## src/rtl/inst_fetch_unit_if.sv

```systemverilog
// Fetch unit bus bundle: instruction-memory request/response channel plus
// the decoder-facing instruction channel and the ALU redirect inputs.
interface inst_fetch_unit_if;
   logic        imem_req;
   logic [31:0] imem_addr;
   logic        imem_gnt;
   logic        imem_rvld;
   logic [31:0] imem_rdata;
   logic [31:0] inst;
   logic        inst_vld;
   logic [31:0] inst_pc;
   logic        dec_freeze;
   logic        alu_flush;
   logic [31:0] flush_pc;

   // Fetch unit side
   modport master (
      output imem_req, imem_addr, inst, inst_vld, inst_pc,
      input  imem_gnt, imem_rvld, imem_rdata, dec_freeze, alu_flush, flush_pc
   );

   // Memory / decoder / ALU side
   modport slave (
      input  imem_req, imem_addr, inst, inst_vld, inst_pc,
      output imem_gnt, imem_rvld, imem_rdata, dec_freeze, alu_flush, flush_pc
   );
endinterface

```

## src/rtl/inst_fetch_unit.sv

```systemverilog
// Instruction fetch unit: issues sequential word fetches, tracks up to two
// outstanding requests, buffers returned words in a 2-entry {pc, inst} FIFO
// for the decoder, and redirects on ALU flush while discarding stale data.
module inst_fetch_unit #(
   parameter logic [31:0] RESET_PC = 32'h0000_0000
) (
   input  logic              CLK,
   input  logic              RSTN,
   inst_fetch_unit_if.master bus
);

   // Control state
   logic [31:0] fpc_q, fpc_d;
   logic [1:0]  out_cnt_q, out_cnt_d;
   logic [1:0]  drop_cnt_q, drop_cnt_d;
   logic [1:0]  fifo_cnt_q, fifo_cnt_d;
   logic        fifo_rd_q, fifo_rd_d;
   logic        fifo_wr_q, fifo_wr_d;
   logic        tag_rd_q, tag_rd_d;
   logic        tag_wr_q, tag_wr_d;

   // Data storage: in-order PC tags of outstanding requests and the FIFO
   logic [31:0] tag_q       [2];
   logic [31:0] tag_d       [2];
   logic [31:0] fifo_pc_q   [2];
   logic [31:0] fifo_pc_d   [2];
   logic [31:0] fifo_inst_q [2];
   logic [31:0] fifo_inst_d [2];

   logic        inst_vld;
   logic        pop;
   logic        req;
   logic        grant;
   logic        drop;
   logic        keep;
   logic [2:0]  occ;
   logic [31:0] flush_tgt;

   // Redirect target with the byte offset forced to zero
   assign flush_tgt = bus.flush_pc & 32'hFFFF_FFFC;

   assign inst_vld = (fifo_cnt_q != 2'd0);
   assign pop      = inst_vld & ~bus.dec_freeze & ~bus.alu_flush;

   // Slots already claimed by in-flight requests and buffered words; a slot
   // freed by this cycle's pop can be refilled immediately (dec_freeze path).
   assign occ   = {1'b0, out_cnt_q} + {1'b0, fifo_cnt_q} - {2'b00, pop};
   assign req   = RSTN & ~bus.alu_flush & (occ < 3'd2);
   assign grant = req & bus.imem_gnt;

   // A response is discarded if it belongs to a flushed fetch stream
   assign drop = bus.imem_rvld & (bus.alu_flush | (drop_cnt_q != 2'd0));
   assign keep = bus.imem_rvld & ~drop;

   assign bus.imem_req  = req;
   assign bus.imem_addr = fpc_q;
   assign bus.inst_vld  = inst_vld;
   assign bus.inst      = inst_vld ? fifo_inst_q[fifo_rd_q] : 32'd0;
   assign bus.inst_pc   = inst_vld ? fifo_pc_q[fifo_rd_q]   : 32'd0;

   // Next-state computation for fetch PC, counters, tag queue and FIFO
   always_comb begin
      fpc_d       = fpc_q;
      out_cnt_d   = out_cnt_q + {1'b0, grant} - {1'b0, bus.imem_rvld};
      drop_cnt_d  = drop_cnt_q;
      fifo_cnt_d  = fifo_cnt_q + {1'b0, keep} - {1'b0, pop};
      fifo_rd_d   = fifo_rd_q ^ pop;
      fifo_wr_d   = fifo_wr_q ^ keep;
      tag_rd_d    = tag_rd_q ^ bus.imem_rvld;
      tag_wr_d    = tag_wr_q ^ grant;
      tag_d       = tag_q;
      fifo_pc_d   = fifo_pc_q;
      fifo_inst_d = fifo_inst_q;

      if (grant) begin
         fpc_d           = fpc_q + 32'd4;
         tag_d[tag_wr_q] = fpc_q;
      end

      if (keep) begin
         fifo_pc_d[fifo_wr_q]   = tag_q[tag_rd_q];
         fifo_inst_d[fifo_wr_q] = bus.imem_rdata;
      end

      if (bus.imem_rvld && (drop_cnt_q != 2'd0)) begin
         drop_cnt_d = drop_cnt_q - 2'd1;
      end

      // Redirect: empty the FIFO and mark every request still in flight
      // after this cycle as stale. Tag pointers keep running so the queue
      // stays aligned with the responses that will still arrive.
      if (bus.alu_flush) begin
         fpc_d      = flush_tgt;
         drop_cnt_d = out_cnt_q - {1'b0, bus.imem_rvld};
         fifo_cnt_d = 2'd0;
         fifo_rd_d  = 1'b0;
         fifo_wr_d  = 1'b0;
      end
   end

   // Control registers, asynchronously cleared
   always_ff @(posedge CLK or negedge RSTN) begin
      if (!RSTN) begin
         fpc_q      <= RESET_PC;
         out_cnt_q  <= 2'd0;
         drop_cnt_q <= 2'd0;
         fifo_cnt_q <= 2'd0;
         fifo_rd_q  <= 1'b0;
         fifo_wr_q  <= 1'b0;
         tag_rd_q   <= 1'b0;
         tag_wr_q   <= 1'b0;
      end else begin
         fpc_q      <= fpc_d;
         out_cnt_q  <= out_cnt_d;
         drop_cnt_q <= drop_cnt_d;
         fifo_cnt_q <= fifo_cnt_d;
         fifo_rd_q  <= fifo_rd_d;
         fifo_wr_q  <= fifo_wr_d;
         tag_rd_q   <= tag_rd_d;
         tag_wr_q   <= tag_wr_d;
      end
   end

   // Data storage, qualified by the counters so it needs no reset
   always_ff @(posedge CLK) begin
      tag_q       <= tag_d;
      fifo_pc_q   <= fifo_pc_d;
      fifo_inst_q <= fifo_inst_d;
   end

endmodule
```

## src/flat_wrapper.sv

```systemverilog
// flat-port wrapper written by rule: the top's interface ports become plain ports
module inst_fetch_unit_flat 
#(
   parameter logic [31:0] RESET_PC = 32'h0000_0000
)
  (CLK, RSTN, bus_imem_req, bus_imem_addr, bus_inst, bus_inst_vld, bus_inst_pc, bus_imem_gnt, bus_imem_rvld, bus_imem_rdata, bus_dec_freeze, bus_alu_flush, bus_flush_pc);
  inst_fetch_unit_if bus_i ();
  input  logic CLK;
  input  logic RSTN;
  output wire logic [$bits(bus_i.imem_req)-1:0] bus_imem_req;
  output wire logic [$bits(bus_i.imem_addr)-1:0] bus_imem_addr;
  output wire logic [$bits(bus_i.inst)-1:0] bus_inst;
  output wire logic [$bits(bus_i.inst_vld)-1:0] bus_inst_vld;
  output wire logic [$bits(bus_i.inst_pc)-1:0] bus_inst_pc;
  input wire logic [$bits(bus_i.imem_gnt)-1:0] bus_imem_gnt;
  input wire logic [$bits(bus_i.imem_rvld)-1:0] bus_imem_rvld;
  input wire logic [$bits(bus_i.imem_rdata)-1:0] bus_imem_rdata;
  input wire logic [$bits(bus_i.dec_freeze)-1:0] bus_dec_freeze;
  input wire logic [$bits(bus_i.alu_flush)-1:0] bus_alu_flush;
  input wire logic [$bits(bus_i.flush_pc)-1:0] bus_flush_pc;
  assign bus_imem_req = bus_i.imem_req;
  assign bus_imem_addr = bus_i.imem_addr;
  assign bus_inst = bus_i.inst;
  assign bus_inst_vld = bus_i.inst_vld;
  assign bus_inst_pc = bus_i.inst_pc;
  assign bus_i.imem_gnt = bus_imem_gnt;
  assign bus_i.imem_rvld = bus_imem_rvld;
  assign bus_i.imem_rdata = bus_imem_rdata;
  assign bus_i.dec_freeze = bus_dec_freeze;
  assign bus_i.alu_flush = bus_alu_flush;
  assign bus_i.flush_pc = bus_flush_pc;
  inst_fetch_unit #(.RESET_PC(RESET_PC)) u_core (.CLK(CLK), .RSTN(RSTN), .bus(bus_i));
endmodule
```

## config.mk

```make
export PLATFORM = sky130hd
export DESIGN_NAME = inst_fetch_unit_flat
export DESIGN_NICKNAME = d
export VERILOG_FILES = /design/src/rtl/inst_fetch_unit_if.sv /design/src/rtl/inst_fetch_unit.sv /design/src/flat_wrapper.sv
export SDC_FILE = /design/constraint.sdc
export NUM_CORES = 1
export LEC_CHECK = 0
export CELL_PAD_IN_SITES_DETAIL_PLACEMENT = 1
export CELL_PAD_IN_SITES_GLOBAL_PLACEMENT = 1
export CORE_ASPECT_RATIO = 0.7
export CORE_MARGIN = 5
export CORE_UTILIZATION = 43
export DETAILED_ROUTE_END_ITERATION = 6
export PLACE_DENSITY = 0.8
export SYNTH_ARGS = -nofsm -noshare
export SYNTH_HDL_FRONTEND = slang
export SYNTH_SLANG_ARGS = --single-unit
```

## constraint.sdc

```tcl
create_clock -name CLK -period 4.25 [get_ports CLK]
set_input_delay 0.85 -clock CLK [delete_from_list [all_inputs] [get_ports CLK]]
set_output_delay 0.85 -clock CLK [all_outputs]
set_load 0.05 [all_outputs]
```

* After elaboration in Yosys (flattened, before gate mapping) *
Index checks and enable logic that the tools add are counted.

operators by class
  add/sub/neg operators = 9
  magnitude comparators = 7
  reduce and logical (&&, ||, !) cells = 7
  multiplexer cells = 25
  bitwise gates (word level) = 19

operator list
  cell                   count
  $mux 32                15
  $bwmux 64              3
  $demux 32 s1           2
  $add 32x3->32 const B  1
  $ge 2x2->1 const B     4
  $not 1->2              4
  $reduce_bool 2->1      4
  $and 1x1->1            7
  $mux 2                 3
  $sub 2x1->2            3
  $add 2x1->2            2
  $lt 2x1->1 const B     2
  $xor 1x1->1            4
  $add 2x2->3            1
  $logic_and 1x1->1      3
  $lt 3x2->1 const B     1
  $not 1->1              3
  $sub 3x1->3            1
  $mux 1                 2
  $sub 2x1->2 const B    1
  $or 1x1->1             1

storage, ports and cells
  register bits after elaboration = 234
  input bits = 70

* Depth between registers and ports, before layout *
  depth after elaboration = 9
  mapped depth = 11
  mapped depth without buffers = 10

* Worst setup path after synthesis *
Ideal clock, no wire load.

  kind = input-to-output
  start = input bus_alu_flush
  end = output bus_imem_req
  buffers on the path = 1
  slack = 0.063 ns
  arrival = 3.337 ns
  cell stages on the path = 6
  path through = clkbuf_1 nor4_1 o21ai_0 fa_1 xnor2_1 nor3_1

on the way
  longest elaborated chain between the ends = 5
  elaborated cells on any way between the ends = 6
  classes of those cells = add/sub: 1; order compare: 1; bitwise: 4

RTL lines
  element             RTL line                                      RTL
  start: declaration  flat_wrapper.sv:19                            input wire logic [$bits(bus_i.alu_flush)-1:0] bus_alu_flush;
  $not 1->1 (*)       inst_fetch_unit.sv:43, inst_fetch_unit.sv:48
  $and 1x1->1         inst_fetch_unit.sv:43                         assign pop = inst_vld & ~bus.dec_freeze & ~bus.alu_flush;
  $sub 3x1->3         inst_fetch_unit.sv:47                         assign occ = {1'b0, out_cnt_q} + {1'b0, fifo_cnt_q} - {2'b00, pop};
  $lt 3x2->1          inst_fetch_unit.sv:48                         assign req = RSTN & ~bus.alu_flush & (occ < 3'd2);
  $and 1x1->1 (*)     inst_fetch_unit.sv:48
  end: declaration    flat_wrapper.sv:10                            output wire logic [$bits(bus_i.imem_req)-1:0] bus_imem_req;

Mark *: on every way between the ends. The rest lies on a longest branch, timed or not.

* Worst setup path in the final report *
  start = input bus_dec_freeze
  end = output bus_imem_req

on the way
  longest elaborated chain between the ends = 6

RTL lines
  element                   RTL line               RTL
  start: declaration        flat_wrapper.sv:18     input wire logic [$bits(bus_i.dec_freeze)-1:0] bus_dec_freeze;
  $not 1->1                 inst_fetch_unit.sv:43
  $and 1x1->1 (2 in a row)  inst_fetch_unit.sv:43
  $sub 3x1->3               inst_fetch_unit.sv:47
  $lt 3x2->1                inst_fetch_unit.sv:48
  $and 1x1->1               inst_fetch_unit.sv:48

Every way passes these cells.

==> results.json <==
{
  "yosys.cell_types.count": 41,
  "synth-seq-cells": 224,
  "timing.setup.critical_path_class": "input port to output port",
  "antenna_found_initial": 0,
  "area_growth_syn_to_layout_pct": 29.6,
  "min-delay-path-class": "input port to async pin",
  "rrSetupSlack_ps": 950,
  "dominantRegCellSynth": "sky130_fd_sc_hd__edfxtp_1",
  "worst_slew_pin_slew_ps": 974,
  "max_clock_freq_mhz": 264,
  "row_count": 44,
  "ir_worst_vdd_uv": 315,
  "async_reset_ff_share_pct": 17.9,
  "ctsHoldBuffers": 0,
  "die_area_um2": 24400,
  "clock_tree.buffer_depth": 3,
  "cts.reportedPaths.clkPinSlew_ps": 60,
  "ant_nets": 0,
  "cp_data_required_time_ps": 3400,
  "arrival_ps": 2940,
  "slew_violations": 0,
  "final_min_period_over_clock_period_pct": 89.1,
  "power.total_w": 0.00673,
  "syn_area_um2": 9180,
  "rsz0062_at_grt": "false",
  "finalSetupViolations": 0,
  "initialDrtViolationCount": 293,
  "syn-instance-count": 614,
  "grt_overflow_total": 0,
  "synth.yosys.seq_area_share_pct": 71.1,
  "first_pass_grt_wire_length_mm": 35.0,
  "grt_usage_pct": 18.2,
  "firstDrtPassIters": 4,
  "setup.worst_path.end_class": "output port",
  "post_route_cells_drive_above_1_share_pct": 11.4,
  "dp_hpwl_mm": 15.1,
  "tritoncts_buffer_count": 23,
  "nets": 870,
  "routed_via_density": 5.23,
  "postSynthAreaPerCell_um2": 14.9,
  "clock_skew_ps": 8.09,
  "drt-total-wl_mm": 22.6,
  "maxCapViolations": 0,
  "post_drt_wl_per_cell_um": 20.9,
  "static-leakage-power_nw": 4.05,
  "totalNegativeSetupSlack_ps": 0,
  "nFillCells": 1990,
  "place.gp.congestion": 0.821,
  "largest_net_degree_at_the_start_of_global_routing": 63,
  "post-route-min-period_ps": 3790,
  "rr_endpoint": "u_core.tag_q[52]",
  "fp.coreArea_um2": 20900,
  "ctsResizeCount": 0,
  "final_count_of_hold_timing_violations": 0,
  "synthesis.yosys.warnings": 0,
  "worst-path-max-fanout": 4,
  "cts-htree-levels": 1,
  "post_cts_buffers": 0,
  "die-width_um": 185,
  "r2r_start": "u_core.fifo_cnt_q[1]",
  "tritoncts": "built",
  "placement.io_buffers": 161,
  "number_of_flops_mapped_to_enable_cells_by_yosys": 184,
  "clock-root-buffer": "sky130_fd_sc_hd__clkbuf_16",
  "pin_count": 168,
  "number_of_cell_instances_on_the_worst_register_to_register_path": 11,
  "chipHeight_um": 132,
  "whs_ps": 245,
  "worstSkewPairLatency_ps": 510,
  "cts_num_sinks": 224,
  "worst_setup_path_start_kind": "input port",
  "antennaDiodeCount": 0,
  "starting_density_pct": 44.0,
  "run_status": "completed",
  "detailroute.via_count": 5658,
  "slew_headroom_pct": 35.0,
  "power.density_cell_area_nw_per_um2": 566,
  "detail_route.drc_violations": 0,
  "via_count_of_the_first_global_routing_pass": 6239
}
-- synth_stat cells, types with 4 or more instances --
master | number | area [µm²]
sky130_fd_sc_hd__o21ai_0 | 20 | 100
sky130_fd_sc_hd__buf_4 | 4 | 30.0
sky130_fd_sc_hd__nor2_1 | 79 | 297
sky130_fd_sc_hd__clkbuf_1 | 11 | 41.3
sky130_fd_sc_hd__nand3_1 | 10 | 50.1
sky130_fd_sc_hd__ha_1 | 11 | 138
sky130_fd_sc_hd__mux2i_1 | 64 | 641
sky130_fd_sc_hd__or3_1 | 6 | 37.5
sky130_fd_sc_hd__dfrtp_1 | 40 | 1000
sky130_fd_sc_hd__xor2_1 | 17 | 149
sky130_fd_sc_hd__nand4_1 | 11 | 68.8
sky130_fd_sc_hd__xnor2_1 | 11 | 96.3
sky130_fd_sc_hd__o21ai_1 | 11 | 55.1
sky130_fd_sc_hd__nor3_1 | 4 | 20.0
sky130_fd_sc_hd__and4_1 | 4 | 35.0
sky130_fd_sc_hd__mux2_2 | 31 | 349
sky130_fd_sc_hd__a31oi_1 | 5 | 31.3
sky130_fd_sc_hd__and3_1 | 7 | 43.8
sky130_fd_sc_hd__buf_1 | 7 | 26.3
sky130_fd_sc_hd__edfxtp_1 | 184 | 5530
sky130_fd_sc_hd__buf_2 | 7 | 35.0
sky130_fd_sc_hd__inv_1 | 12 | 45.0
sky130_fd_sc_hd__nand2_1 | 32 | 120
-- where the power goes --
group          switching, W  total, W  internal [W]
Sequential         0.000161   0.00279       0.00263
Combinational       0.00129   0.00203      0.000740
Clock              0.000810   0.00191       0.00110
-- cell usage in the layout (no fill, tap or decap), drive strengths merged, types with 2 or more instances in the layout --
cell type      instances
a21oi                  2
a311oi                 3
a31oi                  5
and2                   3
and3                   8
and4                   4
buf                   18
clkbuf                32
clkdlybuf4s50        158
clkinv                 9
conb                   4
dfrtp                 40
edfxtp               184
ha                    11
inv                   13
mux2                  31
mux2i                 64
nand2                 32
nand3                 10
nand4                 13
nor2                  80
nor2b                  2
nor3                   6
nor4                   3
o21ai                 31
or3                    6
xnor2                 11
xor2                  17
-- state kept, by name, indices dropped and copies added (netlist names) --
register	cells
u_core.fifo_pc_q	60
u_core.out_cnt_q	2
u_core.fifo_cnt_q	2
u_core.tag_wr_q	1
u_core.tag_q	60
u_core.fifo_inst_q	64
u_core.tag_rd_q	1
u_core.fifo_rd_q	1
u_core.fifo_wr_q	1
u_core.drop_cnt_q	2
u_core.bus.imem_addr	30
-- how the worst max path moves through the flow --
stage,slack [ps],endpoint,cells past startpoint,startpoint
global route,190,bus_imem_req,8,bus_dec_freeze
detailed placement,250,u_core.tag_q[39],10,bus_dec_freeze
floorplan,60,bus_imem_req,6,bus_alu_flush
CTS,480,bus_imem_req,8,bus_dec_freeze
finish,460,bus_imem_req,8,bus_dec_freeze
global placement,380,u_core.tag_q[43],10,bus_dec_freeze
-- worst max-delay path, cell delays in order --
cell and delay, ps:
sky130_fd_sc_hd__clkdlybuf4s50_1 470, sky130_fd_sc_hd__nor4_1 380, sky130_fd_sc_hd__o21ai_0 190, sky130_fd_sc_hd__fa_1 410
sky130_fd_sc_hd__xnor2_1 160, sky130_fd_sc_hd__nor3_1 190, sky130_fd_sc_hd__buf_4 160, sky130_fd_sc_hd__buf_12 130
-- per-layer routing --
metal | global-route usage, % | wire, µm | vias to the layer above | share of wire, %
met3 | 3.64 | 1480 | 37 | 6.6
met4 | 4.47 | 444 | 0 | 2.0
met5 | 0 | 0 | - | 0
met1 | 25.5 | 9960 | 2836 | 44
li1 | - | - | 2589 | -
met2 | 29.5 | 10700 | 196 | 47
-- stage by stage --
stage	cell area, µm²	setup WS (ps)	util [%]	instances
final	11900	465	57.0	1081
after global placement	11200	381	53.6	1039
after CTS	11900	476	57.0	1081
after floorplan	9190	62.9	-	617
after detailed placement	11200	252	53.6	1039
after global routing	11900	192	57.0	1081
-- cell families (layout without fill, tap and decap cells) --
logic type | Yosys count | count (layout) | share of synthesized area [%]
flip-flops | 224 | 224 | 71.1
AND/OR/NAND/NOR | 169 | 169 | 9.03
multiplexers | 95 | 95 | 10.8
buffers and inverters | 43 | 231 | 2.10
AO/OA/AOI/OAI | 42 | 42 | 2.52
XOR/XNOR | 28 | 28 | 2.67
adder cells (fa/ha/maj) | 12 | 12 | 1.72
other | 1 | 4 | 0.0409
-- cell type report --
| type | instances | area, µm² | area share (%) |
|---|---|---|---|
| inverter | 13 | 48.8 | 0.410 |
| sequential | 224 | 6530 | 54.9 |
| multi-input combinational | 350 | 2500 | 21.0 |
| tap | 276 | 345 | 2.90 |
| clock buffer | 32 | 629 | 5.29 |
| timing repair buffer | 176 | 1760 | 14.8 |
| clock inverter | 10 | 75.1 | 0.631 |
No activity file was read; power rests on OpenSTA's default activity.
